## src/rtl/fetch_ctrl_pkg.sv

```systemverilog
// Shared front-end definitions: fetch FSM states, NOP encoding, datapath widths
// and the branch-target helper used by Fetch and Execute.
package fetch_ctrl_pkg;

    localparam int INSTR_W = 16;
    localparam int ADDR_W  = 32;

    localparam logic [INSTR_W-1:0] NOP_WORD = 16'h0000;

    typedef enum logic [1:0] {
        ST_FETCH,
        ST_WAIT,
        ST_DROP,
        ST_HOLD
    } fetch_state_t;

    // Offsets count instructions, so scale to halfwords; bit 0 forced low to keep alignment.
    function automatic logic [ADDR_W-1:0] branch_target(
        input logic [ADDR_W-1:0] base,
        input logic [ADDR_W-1:0] delta
    );
        logic [ADDR_W-1:0] t;
        t = base + (delta << 1);
        return {t[ADDR_W-1:1], 1'b0};
    endfunction

endpackage

```

## src/rtl/fetch_ctrl_if.sv

```systemverilog
// Instruction-memory bus plus the Execute/Decode side signals of the fetch unit.
interface fetch_ctrl_if;
    import fetch_ctrl_pkg::*;

    logic                 imem_req;
    logic [ADDR_W-1:0]    imem_addr;
    logic                 imem_gnt;
    logic                 imem_rvalid;
    logic [INSTR_W-1:0]   imem_rdata;
    logic                 stall;
    logic                 branch_taken;
    logic [ADDR_W-1:0]    delta_instruction;
    logic [INSTR_W-1:0]   instruction;
    logic [ADDR_W-1:0]    pc;

    modport master (
        output imem_req, imem_addr, instruction, pc,
        input  imem_gnt, imem_rvalid, imem_rdata, stall, branch_taken, delta_instruction
    );

    modport slave (
        input  imem_req, imem_addr, instruction, pc,
        output imem_gnt, imem_rvalid, imem_rdata, stall, branch_taken, delta_instruction
    );

endinterface

```

## src/rtl/fetch_skid.sv

```systemverilog
// One-entry buffer parking a fetched word and its address while the pipe is stalled.
module fetch_skid
    import fetch_ctrl_pkg::*;
(
    input  logic               clk,
    input  logic               rst_n,
    input  logic               load,
    input  logic               pop,
    input  logic               flush,
    input  logic [INSTR_W-1:0] load_data,
    input  logic [ADDR_W-1:0]  load_addr,
    output logic               valid,
    output logic [INSTR_W-1:0] data,
    output logic [ADDR_W-1:0]  addr
);

    // Flush wins so a redirect can never let a wrong-path word escape.
    always_ff @(posedge clk or negedge rst_n) begin
        if (!rst_n) begin
            valid <= 1'b0;
            data  <= '0;
            addr  <= '0;
        end else if (flush) begin
            valid <= 1'b0;
        end else if (load) begin
            valid <= 1'b1;
            data  <= load_data;
            addr  <= load_addr;
        end else if (pop) begin
            valid <= 1'b0;
        end
    end

endmodule

```

## src/rtl/fetch_ctrl.sv

```systemverilog
// Fetch stage: issues halfword fetches, absorbs stalls with a skid buffer and
// redirects on taken branches, discarding any response already in flight.
module fetch_ctrl
    import fetch_ctrl_pkg::*;
#(
    parameter logic [ADDR_W-1:0]  RESET_PC = 32'h0000_0000,
    parameter logic [INSTR_W-1:0] NOP      = NOP_WORD
) (
    input  logic         clk,
    input  logic         rst_n,
    fetch_ctrl_if.master bus
);

    fetch_state_t       state;
    logic [ADDR_W-1:0]  fetch_pc;
    logic [ADDR_W-1:0]  dec_pc;
    logic [ADDR_W-1:0]  exe_pc;
    logic [ADDR_W-1:0]  target;
    logic [ADDR_W-1:0]  word_addr;
    logic               granted;
    logic               skid_load;
    logic               skid_pop;
    logic               skid_valid;
    logic [INSTR_W-1:0] skid_data;
    logic [ADDR_W-1:0]  skid_addr;
    logic               keep_dropping;

    assign target    = branch_target(exe_pc, bus.delta_instruction);
    assign granted   = bus.imem_req & bus.imem_gnt;
    assign word_addr = fetch_pc - 32'd2;
    assign bus.imem_addr = fetch_pc;

    assign skid_load = (state == ST_WAIT) & bus.imem_rvalid & bus.stall & ~bus.branch_taken;
    assign skid_pop  = (state == ST_HOLD) & ~bus.stall & ~bus.branch_taken;

    // A response is still owed after a redirect if the grant happens now or data has not yet returned.
    assign keep_dropping = ((state == ST_FETCH) & granted) |
                           (((state == ST_WAIT) | (state == ST_DROP)) & ~bus.imem_rvalid);

    fetch_skid u_skid (
        .clk       (clk),
        .rst_n     (rst_n),
        .load      (skid_load),
        .pop       (skid_pop),
        .flush     (bus.branch_taken),
        .load_data (bus.imem_rdata),
        .load_addr (word_addr),
        .valid     (skid_valid),
        .data      (skid_data),
        .addr      (skid_addr)
    );

    always_ff @(posedge clk or negedge rst_n) begin
        if (!rst_n) begin
            state           <= ST_FETCH;
            fetch_pc        <= RESET_PC;
            bus.pc          <= RESET_PC - 32'd2;
            dec_pc          <= RESET_PC - 32'd2;
            exe_pc          <= RESET_PC - 32'd2;
            bus.instruction <= NOP;
            bus.imem_req    <= 1'b0;
        end else if (bus.branch_taken) begin
            fetch_pc        <= target;
            bus.instruction <= NOP;
            bus.pc          <= target - 32'd2;
            dec_pc          <= bus.pc;
            exe_pc          <= dec_pc;
            if (keep_dropping) begin
                state        <= ST_DROP;
                bus.imem_req <= 1'b0;
            end else begin
                state        <= ST_FETCH;
                bus.imem_req <= 1'b1;
            end
        end else begin
            case (state)
                ST_FETCH: begin
                    if (granted) begin
                        state        <= ST_WAIT;
                        fetch_pc     <= fetch_pc + 32'd2;
                        bus.imem_req <= 1'b0;
                    end else begin
                        bus.imem_req <= ~bus.stall;
                    end
                end
                ST_WAIT: begin
                    if (bus.imem_rvalid) begin
                        if (bus.stall) begin
                            state <= ST_HOLD;
                        end else begin
                            bus.instruction <= bus.imem_rdata;
                            bus.pc          <= word_addr;
                            dec_pc          <= bus.pc;
                            exe_pc          <= dec_pc;
                            state           <= ST_FETCH;
                            bus.imem_req    <= 1'b1;
                        end
                    end
                end
                ST_DROP: begin
                    if (bus.imem_rvalid) begin
                        state        <= ST_FETCH;
                        bus.imem_req <= ~bus.stall;
                    end
                end
                ST_HOLD: begin
                    if (!bus.stall) begin
                        if (skid_valid) begin
                            bus.instruction <= skid_data;
                            bus.pc          <= skid_addr;
                            dec_pc          <= bus.pc;
                            exe_pc          <= dec_pc;
                        end
                        state        <= ST_FETCH;
                        bus.imem_req <= 1'b1;
                    end
                end
                default: state <= ST_FETCH;
            endcase
        end
    end

endmodule

```

## src/flat_wrapper.sv

```systemverilog
// flat-port wrapper written by rule: the top's interface ports become plain ports
module fetch_ctrl_flat import fetch_ctrl_pkg::*;
#(
    parameter logic [ADDR_W-1:0]  RESET_PC = 32'h0000_0000,
    parameter logic [INSTR_W-1:0] NOP      = NOP_WORD
)
  (clk, rst_n, bus_imem_req, bus_imem_addr, bus_instruction, bus_pc, bus_imem_gnt, bus_imem_rvalid, bus_imem_rdata, bus_stall, bus_branch_taken, bus_delta_instruction);
  fetch_ctrl_if bus_i ();
  input  logic clk;
  input  logic rst_n;
  output wire logic [$bits(bus_i.imem_req)-1:0] bus_imem_req;
  output wire logic [$bits(bus_i.imem_addr)-1:0] bus_imem_addr;
  output wire logic [$bits(bus_i.instruction)-1:0] bus_instruction;
  output wire logic [$bits(bus_i.pc)-1:0] bus_pc;
  input wire logic [$bits(bus_i.imem_gnt)-1:0] bus_imem_gnt;
  input wire logic [$bits(bus_i.imem_rvalid)-1:0] bus_imem_rvalid;
  input wire logic [$bits(bus_i.imem_rdata)-1:0] bus_imem_rdata;
  input wire logic [$bits(bus_i.stall)-1:0] bus_stall;
  input wire logic [$bits(bus_i.branch_taken)-1:0] bus_branch_taken;
  input wire logic [$bits(bus_i.delta_instruction)-1:0] bus_delta_instruction;
  assign bus_imem_req = bus_i.imem_req;
  assign bus_imem_addr = bus_i.imem_addr;
  assign bus_instruction = bus_i.instruction;
  assign bus_pc = bus_i.pc;
  assign bus_i.imem_gnt = bus_imem_gnt;
  assign bus_i.imem_rvalid = bus_imem_rvalid;
  assign bus_i.imem_rdata = bus_imem_rdata;
  assign bus_i.stall = bus_stall;
  assign bus_i.branch_taken = bus_branch_taken;
  assign bus_i.delta_instruction = bus_delta_instruction;
  fetch_ctrl #(.RESET_PC(RESET_PC), .NOP(NOP)) u_core (.clk(clk), .rst_n(rst_n), .bus(bus_i));
endmodule
```

## config.mk

```make
export PLATFORM = sky130hd
export DESIGN_NAME = fetch_ctrl_flat
export DESIGN_NICKNAME = d
export VERILOG_FILES = /design/src/rtl/fetch_ctrl_pkg.sv /design/src/rtl/fetch_ctrl_if.sv /design/src/rtl/fetch_skid.sv /design/src/rtl/fetch_ctrl.sv /design/src/flat_wrapper.sv
export SDC_FILE = /design/constraint.sdc
export NUM_CORES = 1
export LEC_CHECK = 0
export ABC_AREA = 1
export BUFFER_PORTS_ARGS = -buffer_cell sky130_fd_sc_hd__buf_2
export CAP_MARGIN = 20
export CORE_MARGIN = 10
export CORE_UTILIZATION = 54
export CTS_BUF_LIST = sky130_fd_sc_hd__clkbuf_4 sky130_fd_sc_hd__clkbuf_8 sky130_fd_sc_hd__clkbuf_16
export DETAILED_ROUTE_END_ITERATION = 8
export PLACE_DENSITY = 0.79
export RECOVER_POWER = 100
export SYNTH_ARGS = -nofsm -noshare
export SYNTH_HDL_FRONTEND = slang
export SYNTH_SLANG_ARGS = --single-unit
```

## constraint.sdc

```tcl
create_clock -name clk -period 8.3 [get_ports clk]
set_input_delay 0.83 -clock clk [delete_from_list [all_inputs] [get_ports clk]]
set_output_delay 0.83 -clock clk [all_outputs]
set_load 0.02 [all_outputs]
```

==> run_results.csv <==
group,metric,value,unit
final_layout,final_util,61.0,%
yosys,synth_area,13100,um2
clock_tree,max-clock-path-buffers,2,
final_layout,multi_input_area,6870,um2
global_routing,grt_pass1_vias,12100,
clock_tree,cts_made_buffers,17,
worst_setup_path,critPathKind,"in -> reg",
yosys,synth_top_family_by_area,"simple AND/OR/NAND/NOR gates",
floorplan,fp.dieW,176,um
timing,fmax,173,MHz
pwr,switchingPower,3.14,mW
worst_setup_path,cp-end-kind,"flop",
worst_setup_path,r2r-end,"u_core.u_skid.addr[25]",
detailed_routing,first_pass_iters,5,
worst_setup_path,cp_top_family,"buffers and inverters",
clock_tree,cts_tree,"done",
place,gp_congestion,0.959,
yosys,syn_nets,2006,
worst_setup_path,cp_cell_sequence,"buf_2 > clkbuf_1 > inv_2 > o21ai_0 > nand2_4 > inv_2 > buf_4 > nand4_1 > o21ai_0 > inv_1",
floorplan,start_util,55.4,%
worst_setup_path,cp-start-kind,"input port",
timing,finalSetupViolCount,0,
worst_setup_path,critPathSlowestCell,"clkbuf_1",
timing,relSlewSlack,-124,%
detailed_routing,wl,38100,um
timing,rsz0062_at_grt,"no",
yosys,synth.largest_area_cell,"dfrtp_1",
yosys,synth_top_cell_area_share,18.9,%
yosys,synth_compound_area_share,12.8,%
pwr,pwr-share-comb,54.2,%
worst_setup_path,worst-r2r-setup-slack,4.46,ns
yosys,synthCells,1913,
yosys,syn_area_per_cell,6.83,um2
clock_tree,clk_root_buffer_cell,"clkbuf_16",
status,failed_checks,"capacitance limit, slew limit",
pwr,powerDensity,421,nW/um2
worst_setup_path,slowest_delay,2.25,ns
final_layout,regArea,4920,um2
final_layout,nFillCells,2249,
place,dpl_cell_area,13900,um2
global_routing,grt-ovfl-total,0,
yosys,synth_warnings,0,
floorplan,die_area,30800,um2
final_layout,drive_gt1_share,13.6,%
worst_setup_path,path_max_fanout,80,
worst_hold_path,holdPathStages,2,
worst_hold_path,worstHoldStart,"u_core.dec_pc[29]",
final_layout,antennaDiodeCount,0,
global_routing,top_usage_layer,"met2",
timing,period_share,69.5,%
timing,period_needed,5.77,ns
yosys,ys_ff_latch,192,
timing,finalSetupTns,0,ns
global_routing,grt_antenna_before_repair,0,
clock_tree,postCtsSetupRepairBufs,0,
worst_setup_path,worstPathRequired,8.68,ns
place,port_buffers,132,
floorplan,die_h,176,um
yosys,yosys-mux-area-fraction,0,%
pwr,switching_share,51.8,%
final_layout,finish.instance_area,14400,um2
global_routing,use_met2,38.6,%
place,hpwlAfterDp,28200,um
worst_setup_path,cp_num_buf_inv,6,
worst_hold_path,hold_path.class,"reg -> reg",
timing,hold_viol,0,
global_routing,grt_use_met1,33.9,%
worst_hold_path,hold_path_end,"u_core.exe_pc[29]",
job,maxCapViolCount,3,
floorplan,rows,56,
pwr,p_clk_share,13.8,%
pwr,p_seq_share,32.0,%
final_layout,syn2layout_area_growth,10.3,%
status,status,"finished with violations",
yosys,ys_types,53,
pwr,p_int,2.92,mW
floorplan,ios,135,
clock_tree,htreeDepth,4,
clock_tree,clock-sinks,192,
timing,drv_slew,178,
detailed_routing,drt_iter0_drc,1283,
yosys,synthAdderAreaFrac,3.79,%
global_routing,grt_max_degree,102,
detailed_routing,via_per_inst,5.46,
final_layout,final_nets,2099,
detailed_routing,detail-route-antenna-nets,0,
clock_tree,ctsResizeCount,0,
final_layout,final_cell_count_no_fill,2338,
yosys,seq_area_frac_synth,37.6,%
worst_setup_path,reg2reg_depth,10,
worst_setup_path,r2r-start,"u_core.state[1]",
worst_setup_path,worstPathArrival,6.14,ns
yosys,ys_async_sr_fraction,100,%
detailed_routing,vias,12800,
clock_tree,clkLatencyLatePin,0.46,ns
yosys,synth_area_leaders,"dfrtp_1, dfstp_2, nand2_1, inv_1, o21ai_0",
clock_tree,clk_pin_slew,0.08,ns
pwr,peakVddDrop,0.174,mV
global_routing,grt_usage,24.4,%
clock_tree,ctsHoldBuffers,0,
detailed_routing,drc,0,
detailed_routing,wl_per_cell,16.3,um
yosys,synth_edf_count,0,
worst_setup_path,worstSetupPathDepth,10,
pwr,p_leak,7.21,nW
global_routing,grt.met3_usage,3.88,%
yosys,synth_xor_area_share,2.34,%
global_routing,grt_first_pass_wirelength,61600,um
yosys,synthSimpleGateAreaFrac,33.5,%
floorplan,core-area,23600,um2
timing,clock_skew,0.0166,ns
yosys,ys.flop_type,"dfrtp_1",
place,dp_cells,2306,
timing,worst_pin_slew,3.37,ns
==> worst register-to-register path: stages (launching register included) <==
cell and delay [ns]:
dfrtp_1 0.41, inv_1 0.13, ha_1 0.21, inv_1 0.06
nor3_1 0.39, inv_1 0.12, nor2_2 0.09, clkbuf_1 1.43
inv_1 0.19, buf_4 0.38, o21ai_0 0.32
==> layout make-up <==
| type | count | share of cell area [%] |
|---|---|---|
| Clock buffer | 17 | 2.95 |
| Clock inverter | 15 | 1.18 |
| Inverter | 266 | 6.93 |
| Multi-Input combinational cell | 1387 | 47.7 |
| Sequential cell | 192 | 34.1 |
| Tap cell | 319 | 2.77 |
| Timing Repair Buffer | 142 | 4.35 |
==> worst max path at each step <==
| stage | start | to | slack, ns |
|---|---|---|---|
| 3_5_place_dp | bus_branch_taken | u_core.bus.pc[16] | 4.37 |
| 6_report | bus_branch_taken | u_core.bus.pc[18] | 2.53 |
| 3_3_place_gp | bus_branch_taken | u_core.bus.pc[18] | 4.43 |
| 4_1_cts | u_core.state[0] | u_core.bus.pc[16] | 4.51 |
| 5_1_grt | bus_branch_taken | u_core.bus.pc[16] | 2.20 |
| 2_1_floorplan | bus_delta_instruction[0] | u_core.bus.pc[21] | 5.15 |
==> layer usage <==
metal	up-vias	part of all wire, %
met5	-	0
met4	0	1.7
met3	52	7.1
met2	485	46
met1	5948	45
li1	6290	-
==> power groups by stage <==
stage | Combinational (mW) | Clock [mW] | Sequential (mW)
6_report | 3.29 | 0.837 | 1.94
5_1_grt | 3.68 | 0.882 | 2.00
4_1_cts | 3.31 | 0.843 | 1.93
3_5_place_dp | 3.28 | 0 | 1.94
3_3_place_gp | 3.20 | 0 | 1.92
2_1_floorplan | 2.17 | 0 | 2.06
==> metrics by stage <==
| step | total power [mW] | setup WS (ns) | hold WS (ns) |
|---|---|---|---|
| after global routing | 6.56 | 2.20 | 0.484 |
| after detailed placement | 5.22 | 4.37 | 0.451 |
| after floorplan | 4.23 | 5.15 | 0.443 |
| final | 6.07 | 2.53 | 0.463 |
| after global placement | 5.12 | 4.43 | 0.446 |
| after CTS | 6.08 | 4.51 | 0.375 |
==> state kept, by name, summed over array words and instances, names as in the netlist <==
signal / flops
u_core.bus.pc: 32
u_core.bus.imem_addr: 31
u_core.dec_pc: 31
u_core.exe_pc: 31
u_core.u_skid.addr: 31
u_core.bus.instruction: 16
u_core.u_skid.data: 16
u_core.state: 2
u_core.bus.imem_req: 1
u_core.u_skid.valid: 1
==> cells in the mapped netlist (all sizes together) (10+ instances only) <==
master,number
o211ai,20
ha,38
clkbuf,50
xor2,31
nor2,189
nor3,24
a31oi,10
a21oi,60
dfstp,93
buf,18
nand3,109
nand2,646
o31ai,16
nand4,30
dfrtp,99
o21ai,161
inv,262
==> cell usage in the layout (no fill, tap or decap), types with 26 or more instances in the layout <==
cell type	n
a21oi_1	60
buf_2	51
clkbuf_1	83
dfrtp_1	99
dfstp_2	93
ha_1	38
inv_1	244
nand2_1	615
nand2_2	26
nand3_1	102
nand4_1	30
nor2_1	163
o21ai_0	150
xor2_1	31
==> kinds of logic after synthesis <==
| group | Yosys count |
|---|---|
| other | 1 |
| flip-flops | 192 |
| AO/OA/AOI/OAI | 297 |
| AND/OR/NAND/NOR | 1015 |
| XOR/XNOR | 35 |
| adder cells (fa/ha/maj) | 39 |
| buffers and inverters | 334 |
No activity file was read; power rests on OpenSTA's default activity.
